### src/rtl/pipemdu_pkg.sv
// -----------------------------------------------------------------------------
// pipemdu_pkg
//   Shared definitions for the iterative multiply/divide unit: operation
//   encodings, FSM state type, iteration count and the small helpers that
//   classify an operation and take operand magnitudes.
// -----------------------------------------------------------------------------
package pipemdu_pkg;

    localparam int ITER  = 32;  // one iteration per operand bit
    localparam int CNT_W = 5;   // wide enough to count 0..ITER-1

    typedef enum logic [1:0] {
        OP_MULT  = 2'b00,
        OP_MULTU = 2'b01,
        OP_DIV   = 2'b10,
        OP_DIVU  = 2'b11
    } op_t;

    typedef enum logic [1:0] {
        IDLE = 2'd0,
        CALC = 2'd1,
        FIX  = 2'd2
    } state_t;

    // Bit 1 of the encoding selects divide, bit 0 selects unsigned.
    function automatic logic is_div(input op_t op);
        return op[1];
    endfunction

    function automatic logic is_signed_op(input op_t op);
        return ~op[0];
    endfunction

    // Absolute value for signed operations, passthrough for unsigned ones.
    // 0x80000000 negates to itself, which is the correct unsigned magnitude.
    function automatic logic [31:0] magnitude(input logic [31:0] v, input logic sgn);
        return (sgn && v[31]) ? (~v + 32'd1) : v;
    endfunction

endpackage

### src/rtl/pipemdu_if.sv
// -----------------------------------------------------------------------------
// pipemdu_if
//   Operand/result bundle between the EXE stage and the multiply/divide unit.
//   master: pipeline side (drives start/op/operands/mthi/mtlo/wdata)
//   slave : the unit (drives busy/done/dz/hi/lo)
// -----------------------------------------------------------------------------
interface pipemdu_if;
    import pipemdu_pkg::*;

    logic        start;  // EXE instruction is mult/multu/div/divu
    op_t         op;     // operation select
    logic [31:0] a;      // rs: dividend / multiplicand
    logic [31:0] b;      // rt: divisor / multiplier
    logic        mthi;   // write wdata to HI
    logic        mtlo;   // write wdata to LO
    logic [31:0] wdata;  // mthi/mtlo data
    logic        busy;   // unit computing, pipeline must stall
    logic        done;   // one-cycle pulse after HI/LO written by an operation
    logic        dz;     // sticky divide-by-zero flag
    logic [31:0] hi;     // HI register
    logic [31:0] lo;     // LO register

    modport master (
        output start, op, a, b, mthi, mtlo, wdata,
        input  busy, done, dz, hi, lo
    );

    modport slave (
        input  start, op, a, b, mthi, mtlo, wdata,
        output busy, done, dz, hi, lo
    );

endinterface

### src/rtl/pipemdu_step.sv
// -----------------------------------------------------------------------------
// mdu_step
//   One combinational iteration of the multiply/divide datapath.
//   mode     : operation (only the multiply/divide distinction matters here)
//   work_in  : 64-bit working register
//   operand  : multiplicand magnitude (multiply) or divisor magnitude (divide)
//   work_out : working register after this iteration
//
//   Multiply: work = {acc, multiplier}. If the multiplier LSB is set, add the
//   operand to acc; then shift the whole {carry, acc, multiplier} right by one.
//   Divide:   work = {remainder, dividend/quotient}. Shift left by one, try
//   subtracting the divisor from the upper 33 bits, keep the difference and
//   shift in a 1 when it does not borrow, otherwise shift in a 0.
// -----------------------------------------------------------------------------
module mdu_step
    import pipemdu_pkg::*;
(
    input  op_t         mode,
    input  logic [63:0] work_in,
    input  logic [31:0] operand,
    output logic [63:0] work_out
);

    logic [32:0] add_sum;
    logic [33:0] trial;

    // NOTE: every output of a combinational block gets a value on every path
    // (here by computing unconditionally and selecting), so no latch appears.
    always_comb begin
        add_sum = {1'b0, work_in[63:32]} + (work_in[0] ? {1'b0, operand} : 33'd0);
        // Remainder stays below the divisor, so the shifted partial remainder
        // fits in 33 bits; the extra MSB of trial is the borrow.
        trial   = {1'b0, work_in[63:31]} - {2'b00, operand};

        if (is_div(mode)) begin
            if (trial[33]) begin
                work_out = {work_in[62:0], 1'b0};
            end else begin
                work_out = {trial[31:0], work_in[30:0], 1'b1};
            end
        end else begin
            work_out = {add_sum, work_in[31:1]};
        end
    end

endmodule

### src/rtl/pipemdu.sv
// -----------------------------------------------------------------------------
// pipemdu
//   Iterative multiply/divide unit with HI/LO registers for the EXE stage.
//   clock : rising-edge clock
//   reset : asynchronous, active-high reset
//   bus   : pipemdu_if.slave (start/op/a/b/mthi/mtlo/wdata in,
//           busy/done/dz/hi/lo out)
//
//   IDLE --start--> CALC (ITER iterations) --> FIX --> IDLE
//   IDLE --start, divide by zero--> FIX --> IDLE
//   Operands are reduced to magnitudes on entry; FIX restores the signs and
//   writes HI/LO. busy is a pure decode of the state register.
// -----------------------------------------------------------------------------
module pipemdu #(
    parameter int ITER = pipemdu_pkg::ITER  // equals the operand width; fixed
) (
    input  logic      clock,
    input  logic      reset,
    pipemdu_if.slave  bus
);
    import pipemdu_pkg::*;

    state_t            state_q, state_d;
    logic [CNT_W-1:0]  cnt_q;
    op_t               op_q;
    logic [31:0]       opnd_q;      // operand fed to every iteration
    logic [63:0]       work_q;      // {acc, multiplier} or {remainder, quotient}
    logic              neg_q;       // product or quotient must be negated
    logic              rem_neg_q;   // remainder must be negated (dividend sign)
    logic              zdiv_q;      // current operation is a divide by zero
    logic              done_q;
    logic              dz_q;
    logic [31:0]       hi_q, lo_q;

    logic              sgn_in;
    logic [31:0]       a_mag, b_mag;
    logic              zero_div;
    logic              last_iter;
    logic [63:0]       work_step;
    logic [63:0]       prod_fix;
    logic [31:0]       quo_fix, rem_fix;

    // ------------------------------------------------------------------------
    // Operand conditioning and sign correction
    // ------------------------------------------------------------------------
    assign sgn_in    = is_signed_op(bus.op);
    assign a_mag     = magnitude(bus.a, sgn_in);
    assign b_mag     = magnitude(bus.b, sgn_in);
    assign zero_div  = is_div(bus.op) && (bus.b == 32'd0);
    assign last_iter = (cnt_q == CNT_W'(ITER - 1));

    assign prod_fix  = neg_q     ? (~work_q + 64'd1)         : work_q;
    assign quo_fix   = neg_q     ? (~work_q[31:0] + 32'd1)   : work_q[31:0];
    assign rem_fix   = rem_neg_q ? (~work_q[63:32] + 32'd1)  : work_q[63:32];

    mdu_step u_step (
        .mode     (op_q),
        .work_in  (work_q),
        .operand  (opnd_q),
        .work_out (work_step)
    );

    // ------------------------------------------------------------------------
    // FSM
    // ------------------------------------------------------------------------
    always_ff @(posedge clock or posedge reset) begin
        if (reset) begin
            state_q <= IDLE;
        end else begin
            state_q <= state_d;
        end
    end

    always_comb begin
        state_d = state_q;
        case (state_q)
            IDLE:    if (bus.start) state_d = zero_div ? FIX : CALC;
            CALC:    if (last_iter) state_d = FIX;
            FIX:     state_d = IDLE;
            default: state_d = IDLE;
        endcase
    end

    // ------------------------------------------------------------------------
    // Datapath, HI/LO and status flags
    // ------------------------------------------------------------------------
    // NOTE: sequential state is assigned with <= so every register samples
    // the pre-edge values of the others, independent of statement order.
    // NOTE: HI/LO are architectural registers with defined reset values, so
    // they are reset along with the control state.
    always_ff @(posedge clock or posedge reset) begin
        if (reset) begin
            cnt_q     <= '0;
            op_q      <= OP_MULT;
            opnd_q    <= '0;
            work_q    <= '0;
            neg_q     <= 1'b0;
            rem_neg_q <= 1'b0;
            zdiv_q    <= 1'b0;
            done_q    <= 1'b0;
            dz_q      <= 1'b0;
            hi_q      <= '0;
            lo_q      <= '0;
        end else begin
            done_q <= (state_q == FIX);

            case (state_q)
                IDLE: begin
                    if (bus.start) begin
                        // start wins over a simultaneous mthi/mtlo
                        op_q   <= bus.op;
                        cnt_q  <= '0;
                        dz_q   <= 1'b0;
                        zdiv_q <= zero_div;
                        if (is_div(bus.op)) begin
                            opnd_q    <= b_mag;
                            // Divide by zero reports the raw dividend in HI,
                            // so park it where FIX reads it.
                            work_q    <= zero_div ? {bus.a, 32'd0} : {32'd0, a_mag};
                            neg_q     <= sgn_in & (bus.a[31] ^ bus.b[31]);
                            rem_neg_q <= sgn_in & bus.a[31];
                        end else begin
                            opnd_q    <= a_mag;
                            work_q    <= {32'd0, b_mag};
                            neg_q     <= sgn_in & (bus.a[31] ^ bus.b[31]);
                            rem_neg_q <= 1'b0;
                        end
                    end else begin
                        if (bus.mthi) hi_q <= bus.wdata;
                        if (bus.mtlo) lo_q <= bus.wdata;
                    end
                end

                CALC: begin
                    work_q <= work_step;
                    cnt_q  <= cnt_q + CNT_W'(1);
                end

                FIX: begin
                    if (zdiv_q) begin
                        hi_q <= work_q[63:32];
                        lo_q <= 32'hFFFF_FFFF;
                        dz_q <= 1'b1;
                    end else if (is_div(op_q)) begin
                        hi_q <= rem_fix;
                        lo_q <= quo_fix;
                    end else begin
                        hi_q <= prod_fix[63:32];
                        lo_q <= prod_fix[31:0];
                    end
                end

                default: ;
            endcase
        end
    end

    assign bus.busy = (state_q != IDLE);
    assign bus.done = done_q;
    assign bus.dz   = dz_q;
    assign bus.hi   = hi_q;
    assign bus.lo   = lo_q;

endmodule

### src/flat_wrapper.sv
// flat-port wrapper written by rule: the top's interface ports become plain ports
module pipemdu_flat import pipemdu_pkg::*;
#(
    parameter int ITER = pipemdu_pkg::ITER                                    
)
  (clock, reset, bus_start, bus_op, bus_a, bus_b, bus_mthi, bus_mtlo, bus_wdata, bus_busy, bus_done, bus_dz, bus_hi, bus_lo);
  pipemdu_if bus_i ();
  input  logic clock;
  input  logic reset;
  input wire logic [$bits(bus_i.start)-1:0] bus_start;
  input wire logic [$bits(bus_i.op)-1:0] bus_op;
  input wire logic [$bits(bus_i.a)-1:0] bus_a;
  input wire logic [$bits(bus_i.b)-1:0] bus_b;
  input wire logic [$bits(bus_i.mthi)-1:0] bus_mthi;
  input wire logic [$bits(bus_i.mtlo)-1:0] bus_mtlo;
  input wire logic [$bits(bus_i.wdata)-1:0] bus_wdata;
  output wire logic [$bits(bus_i.busy)-1:0] bus_busy;
  output wire logic [$bits(bus_i.done)-1:0] bus_done;
  output wire logic [$bits(bus_i.dz)-1:0] bus_dz;
  output wire logic [$bits(bus_i.hi)-1:0] bus_hi;
  output wire logic [$bits(bus_i.lo)-1:0] bus_lo;
  assign bus_i.start = bus_start;
  assign bus_i.op = bus_op;
  assign bus_i.a = bus_a;
  assign bus_i.b = bus_b;
  assign bus_i.mthi = bus_mthi;
  assign bus_i.mtlo = bus_mtlo;
  assign bus_i.wdata = bus_wdata;
  assign bus_busy = bus_i.busy;
  assign bus_done = bus_i.done;
  assign bus_dz = bus_i.dz;
  assign bus_hi = bus_i.hi;
  assign bus_lo = bus_i.lo;
  pipemdu #(.ITER(ITER)) u_core (.clock(clock), .reset(reset), .bus(bus_i));
endmodule
### config.mk
export PLATFORM = sky130hd
export DESIGN_NAME = pipemdu_flat
export DESIGN_NICKNAME = d
export VERILOG_FILES = /design/src/rtl/pipemdu_pkg.sv /design/src/rtl/pipemdu_if.sv /design/src/rtl/pipemdu_step.sv /design/src/rtl/pipemdu.sv /design/src/flat_wrapper.sv
export SDC_FILE = /design/constraint.sdc
export NUM_CORES = 1
export LEC_CHECK = 0
export ABC_CLOCK_PERIOD_IN_PS = 15500
export CAP_MARGIN = 20
export CORE_MARGIN = 2
export CORE_UTILIZATION = 55
export DETAILED_ROUTE_END_ITERATION = 12
export GPL_TIMING_DRIVEN = 0
export PLACE_DENSITY = 0.87
export SYNTH_ARGS = -nofsm -noshare
export SYNTH_HDL_FRONTEND = slang
export SYNTH_SLANG_ARGS = --single-unit
### constraint.sdc
create_clock -name clock -period 15.5 [get_ports clock]
set_input_delay 1.55 -clock clock [delete_from_list [all_inputs] [get_ports clock]]
set_output_delay 1.55 -clock clock [all_outputs]
set_load 0.01 [all_outputs]
# Word level (Yosys, flattened, before mapping)
# Index checks and enable logic that the tools add are counted.
# Widths: inputs -> output; s select.
totals:
  output_inout_bits: 67
  regBits: 174
op_classes:
  n_addsub: 8
  bitwise: 9
  n_eq_ne: 9
  n_reduce_logical: 14
  mux: 33
op_table:
  columns: ["cell", "n"]
  rows:
  - ["$mux 32", 14]
  - ["$mux 64", 6]
  - ["$add 32x1->32 const B", 4]
  - ["$not 32->32", 4]
  - ["$pmux 32 s2", 2]
  - ["$pmux 64 s2", 1]
  - ["$add 64x1->64 const B", 1]
  - ["$not 64->64", 1]
  - ["$sub 33x32->34", 1]
  - ["$add 32x33->33", 1]
  - ["$logic_not 32->1", 1]
  - ["$pmux 5 s2", 1]
  - ["$reduce_and 3->1", 3]
  - ["$ne 2x2->1 const B", 4]
  - ["$mux 2", 3]
  - ["$reduce_and 2->1", 3]
  - ["$reduce_bool 2->1", 3]
  - ["$add 5x1->5 const B", 1]
  - ["$eq 5x5->1 const B", 1]
  - ["$mux 5", 1]
  - ["$ne 2x1->1 const B", 2]
  - ["$pmux 2 s2", 1]
  - ["$logic_and 1x1->1", 3]
  - ["$mux 1", 3]
  - ["other kinds (7)", 8]

# Depth between registers and ports, before layout
logic_depth:
  word_depth: 7
  mapped_depth: 14
  mapped_depth_nobuf: 12

# By module
# A second synthesis with hierarchy kept.
unflattened:
  cells_unflattened: 2022
  hier_area_um2: 16161.8
modules_own_cells:
  columns: ["mod", "cells_each", "n_inst", "area_per_inst_um2", "seq_area_each_um2"]
  rows:
  - ["pipemdu", 1355, 1, 11400.9, 4354.2]
  - ["mdu_step", 667, 1, 4760.8, 0.0]

# Worst setup path after synthesis
# No wires, ideal clock.
synth_timing:
  path_kind: "input to register"
  startpoint: "input bus_b[5]"
  endpoint: "register u_core.work_q[19]"
  path_stages: 9
  t_required_ps: 15374
  arrival_time_ps: 3668
  setup_time_ps: 126
  path_buffers: 1
  slack_ps: 11706
  path_cell_list: "or4_1 nor3_1 nand3_1 nor4_1 nand2_1 nand2_1 clkbuf_1 o22ai_1 a221o_1"
synth_via:
  elab_chain_len: 6
  word_cells_on_any_way: 9
synth_rtl:
  columns: ["item", "line_no", "rtl"]
  rows:
  - ["from (decl)", "flat_wrapper.sv:13", "input wire logic [$bits(bus_i.b)-1:0] bus_b;"]
  - ["$not 32->32 / $logic_not 32->1 (equally long branches)", "pipemdu_pkg.sv:37, pipemdu.sv:49", null]
  - ["$add 32x1->32 / $logic_and 1x1->1 (equally long branches)", "pipemdu_pkg.sv:37, pipemdu.sv:49", null]
  - ["$mux 32 / $mux 64 (equally long branches)", "pipemdu_pkg.sv:37, pipemdu.sv:119", null]
  - ["$mux 64 *", "pipemdu.sv:115", "if (is_div(bus.op)) begin"]
  - ["$mux 64 *", "pipemdu.sv:109", "if (bus.start) begin"]
  - ["$pmux 64 s2 *", "pipemdu.sv:107", "case (state_q)"]
  - ["to (signal assigned)", "pipemdu.sv:119", "work_q <= zero_div ? {bus.a, 32'd0} : {32'd0, a_mag};"]
  - ["to (signal assigned)", "pipemdu.sv:124", "work_q <= {32'd0, b_mag};"]
  - ["to (signal assigned)", "pipemdu.sv:135", "work_q <= work_step;"]
  - ["to (decl)", "pipemdu.sv:27", "logic [63:0] work_q;"]
# Every way passes the cells marked *; elsewhere a longest branch is shown, timed or not. The select of a mux whose other input is x is not followed.
# A chain may end at the register's enable or synchronous reset.

# Worst setup path in the final report
layout_timing:
  startpoint: "input bus_b[3]"
  endpoint: "register u_core.work_q[16]"
# Same word-level chain as after synthesis.

==> out/metrics.yaml <==
hold_end: "u_core.bus.lo[7]"
setup_tns_ps: 0
yosys.cell_count.top_type: "nand2_1"
gp_congestion: 1.04
tightest_slew_ps: 1070
start_util_pct: 55.6
synth_fa_ha_area_share_pct: 5.95
register_area_um2: 4330
post_cts_resized: 0
setup_viol: 0
hold_depth: 2
timing.rr.end: "u_core.work_q[63]"
cts.htree.levels: 4
synth_fp_nets: 2146
cp_max_fo: 10
fillers: 2383
ys.flop_type: "dfrtp_1"
syn_inst: 1971
ys_types: 79
arrival_ps: 5300
syn2layout_area_growth_pct: 18.5
clk_pin_slew_ps: 90
drt_first_iter_violations: 2466
status: "finished clean"
final_core_util_pct: 65.9
grt_pass1_wl_um: 98300
nNetsFinal: 2334
synth_compound_area_share_pct: 26.7
yosysTopAreaCell: "dfrtp_1"
cts_setup_buffers: 0
drv_cap: 0
reg2regPathDepth: 13
wl_per_cell_um: 26.3
min_from: "u_core.bus.lo[7]"
synth_xor_area_share_pct: 9.21
r2r-start: "u_core.work_q[0]"
synth-simple-area-share_pct: 19.7
synth.cell_area_um2: 15400
worst_hold_slack_ps: 484
cts_root_buffer: "clkbuf_16"
wirelength_um: 67000
ys_seq_elements: 173
synth_area_leaders: "dfrtp_1 28%, o21ai_0 6.5%, xnor2_1 6.2%"
pre_cts_slack_ps: 10260
yosysTopAreaCellShare_pct: 28.1
drc: 0
synthMuxAreaShare_pct: 5.43
cts_tree: "yes"
track_usage_pct: 45.2
period_share_pct: 32.3
num_io_pins: 170
synth_top_family_by_area: "compound AO/OA/AOI/OAI gates"
setup_slack_ps: 10490
skew_ps: 23.7
multi_input_area_um2: 10300
power.leakage_nw: 7.31
portBuffers: 168
synth_edf_count: 0
irDropWorstVdd_mv: 0.143
avgSynthCellArea_um2: 7.82
dieArea_um2: 29400
hpwl_um: 51900
insertion_delay_ps: 450
crit_path_start_kind: "input pin"
layout-drive-gt1-share_pct: 3.87
drt-vias-per-instance: 6.78
grt_max_degree: 109
clockBufferDepth: 2
min_path_type: "flop to flop"
fp.dieW_um: 171
via_count: 17280
numCtsBuffers: 17
cts.sinks: 173
powerDensity_nw_per_um2: 250
rows: 61
ys_seq_area_share_pct: 28.1
coreArea_um2: 27700
setup.reg_to_reg.worst_slack_ps: 10700
fin_crit_ps: 5010
antenna_found_initial: 1
max_freq_mhz: 200
rsz0062_at_grt: "false"
grt_pass1_vias: 16335
path_class: "input pin to flop"
cp-end-kind: "flop"
slew_headroom_pct: 28.6
hold_violations: 0
grt.overflow.total: 0
synthTopCellsByCount: "213 x nand2_1, 200 x o21ai_0, 173 x dfrtp_1, 172 x nor2_1, 128 x a21oi_1"
drtPass1Iterations: 6
antenna_left: 0
diodes: 0
required_ps: 15790
yosys_warnings: 0
die_y_um: 171
cts_hold_buf: 0
maxSlewViolCount: 0
synth-async-reset-ratio_pct: 100
==> worst max-delay path, cell delays in order <==
cell,delay (ps)
clkdlybuf4s50_1,480
or4_1,600
nor3_1,570
nand3_1,260
nor4_1,250
nand2_1,350
nand2_1,290
clkbuf_1,380
o221ai_1,290
o21ai_0,150
o21ai_0,120
==> stage by stage <==
stage / power [mW] / area [um2] / std cells
global placement: 3.87 / 17600 / 2517
detailed placement: 3.93 / 17600 / 2518
floorplan: 2.92 / 15400 / 1971
finish: 4.57 / 18300 / 2550
CTS: 4.43 / 18300 / 2550
global route: 4.83 / 18300 / 2550
==> worst max path at each step <==
stage	endpoint	cells past startpoint	slack (ps)	start
after detailed placement	u_core.work_q[16]	11	10260	bus_b[3]
final	u_core.work_q[16]	11	10490	bus_b[3]
after global routing	u_core.work_q[16]	11	10250	bus_b[3]
after global placement	u_core.opnd_q[19]	2	6860	reset
after CTS	u_core.work_q[16]	11	10720	bus_b[3]
after floorplan	u_core.bus.done	1	9260	reset
==> logic make-up after synthesis <==
family          count (synthesis)
compound gates                644
xor+xnor                      162
buf+inv                       197
simple gates                  642
fa+ha+maj                      72
flops                         173
mux                            81
==> layout make-up <==
type,count,share of cell area [%]
Timing Repair Buffer,169,9.36
Inverter,70,1.48
Multi-Input combinational cell,1601,56.5
Buffer,127,2.68
Clock buffer,17,2.33
Tap cell,378,2.59
Clock inverter,15,1.29
Sequential cell,173,23.7
==> power by group <==
part	internal (mW)	switching (mW)
clock network	0.254	0.241
logic	1.24	1.84
registers	0.678	0.323
total	2.17	2.40
==> layout by cell type, fill, tap and decap left out, drive strengths merged, types with 8 or more instances in the layout <==
cell | Yosys | layout
a21oi | 128 | 128
nand2b | 19 | 19
or2 | 11 | 11
clkdlybuf4s50 | 0 | 168
xnor2 | 109 | 109
or4 | 16 | 16
and3 | 12 | 12
clkbuf | 112 | 129
and2 | 13 | 13
o211ai | 14 | 14
inv | 70 | 77
o22ai | 35 | 35
o21a | 13 | 13
nor2 | 172 | 172
nand3 | 31 | 31
a31oi | 22 | 22
nand4 | 14 | 14
a221o | 10 | 10
mux2i | 60 | 60
xor2 | 53 | 53
a221oi | 9 | 9
or3 | 26 | 26
nand2 | 214 | 214
nor2b | 29 | 29
a22o | 8 | 8
a21o | 25 | 25
o31ai | 27 | 27
o221ai | 18 | 18
buf | 15 | 16
nor3 | 45 | 45
a22oi | 17 | 17
nor4 | 17 | 17
ha | 70 | 70
dfrtp | 173 | 173
mux2 | 21 | 21
o41ai | 12 | 12
a211oi | 35 | 35
o21ai | 213 | 213
==> registers in the layout, summed over array words and instances (netlist names) <==
name and cells:
u_core.cnt_q 5, u_core.rem_neg_q 1, u_core.work_q 64, u_core.bus.lo 32, u_core.bus.dz 1, u_core.bus.done 1, u_core.state_q 2, u_core.op_q 1
u_core.zdiv_q 1, u_core.neg_q 1, u_core.bus.hi 32, u_core.opnd_q 32
==> routing by layer <==
metal  GRT usage, %  wire length [um]
met1           55.4             24600
met2           69.0             28100
met3           11.1              8470
met4           33.6              5760
met5              0                46
(Power assumes the default switching activity.)
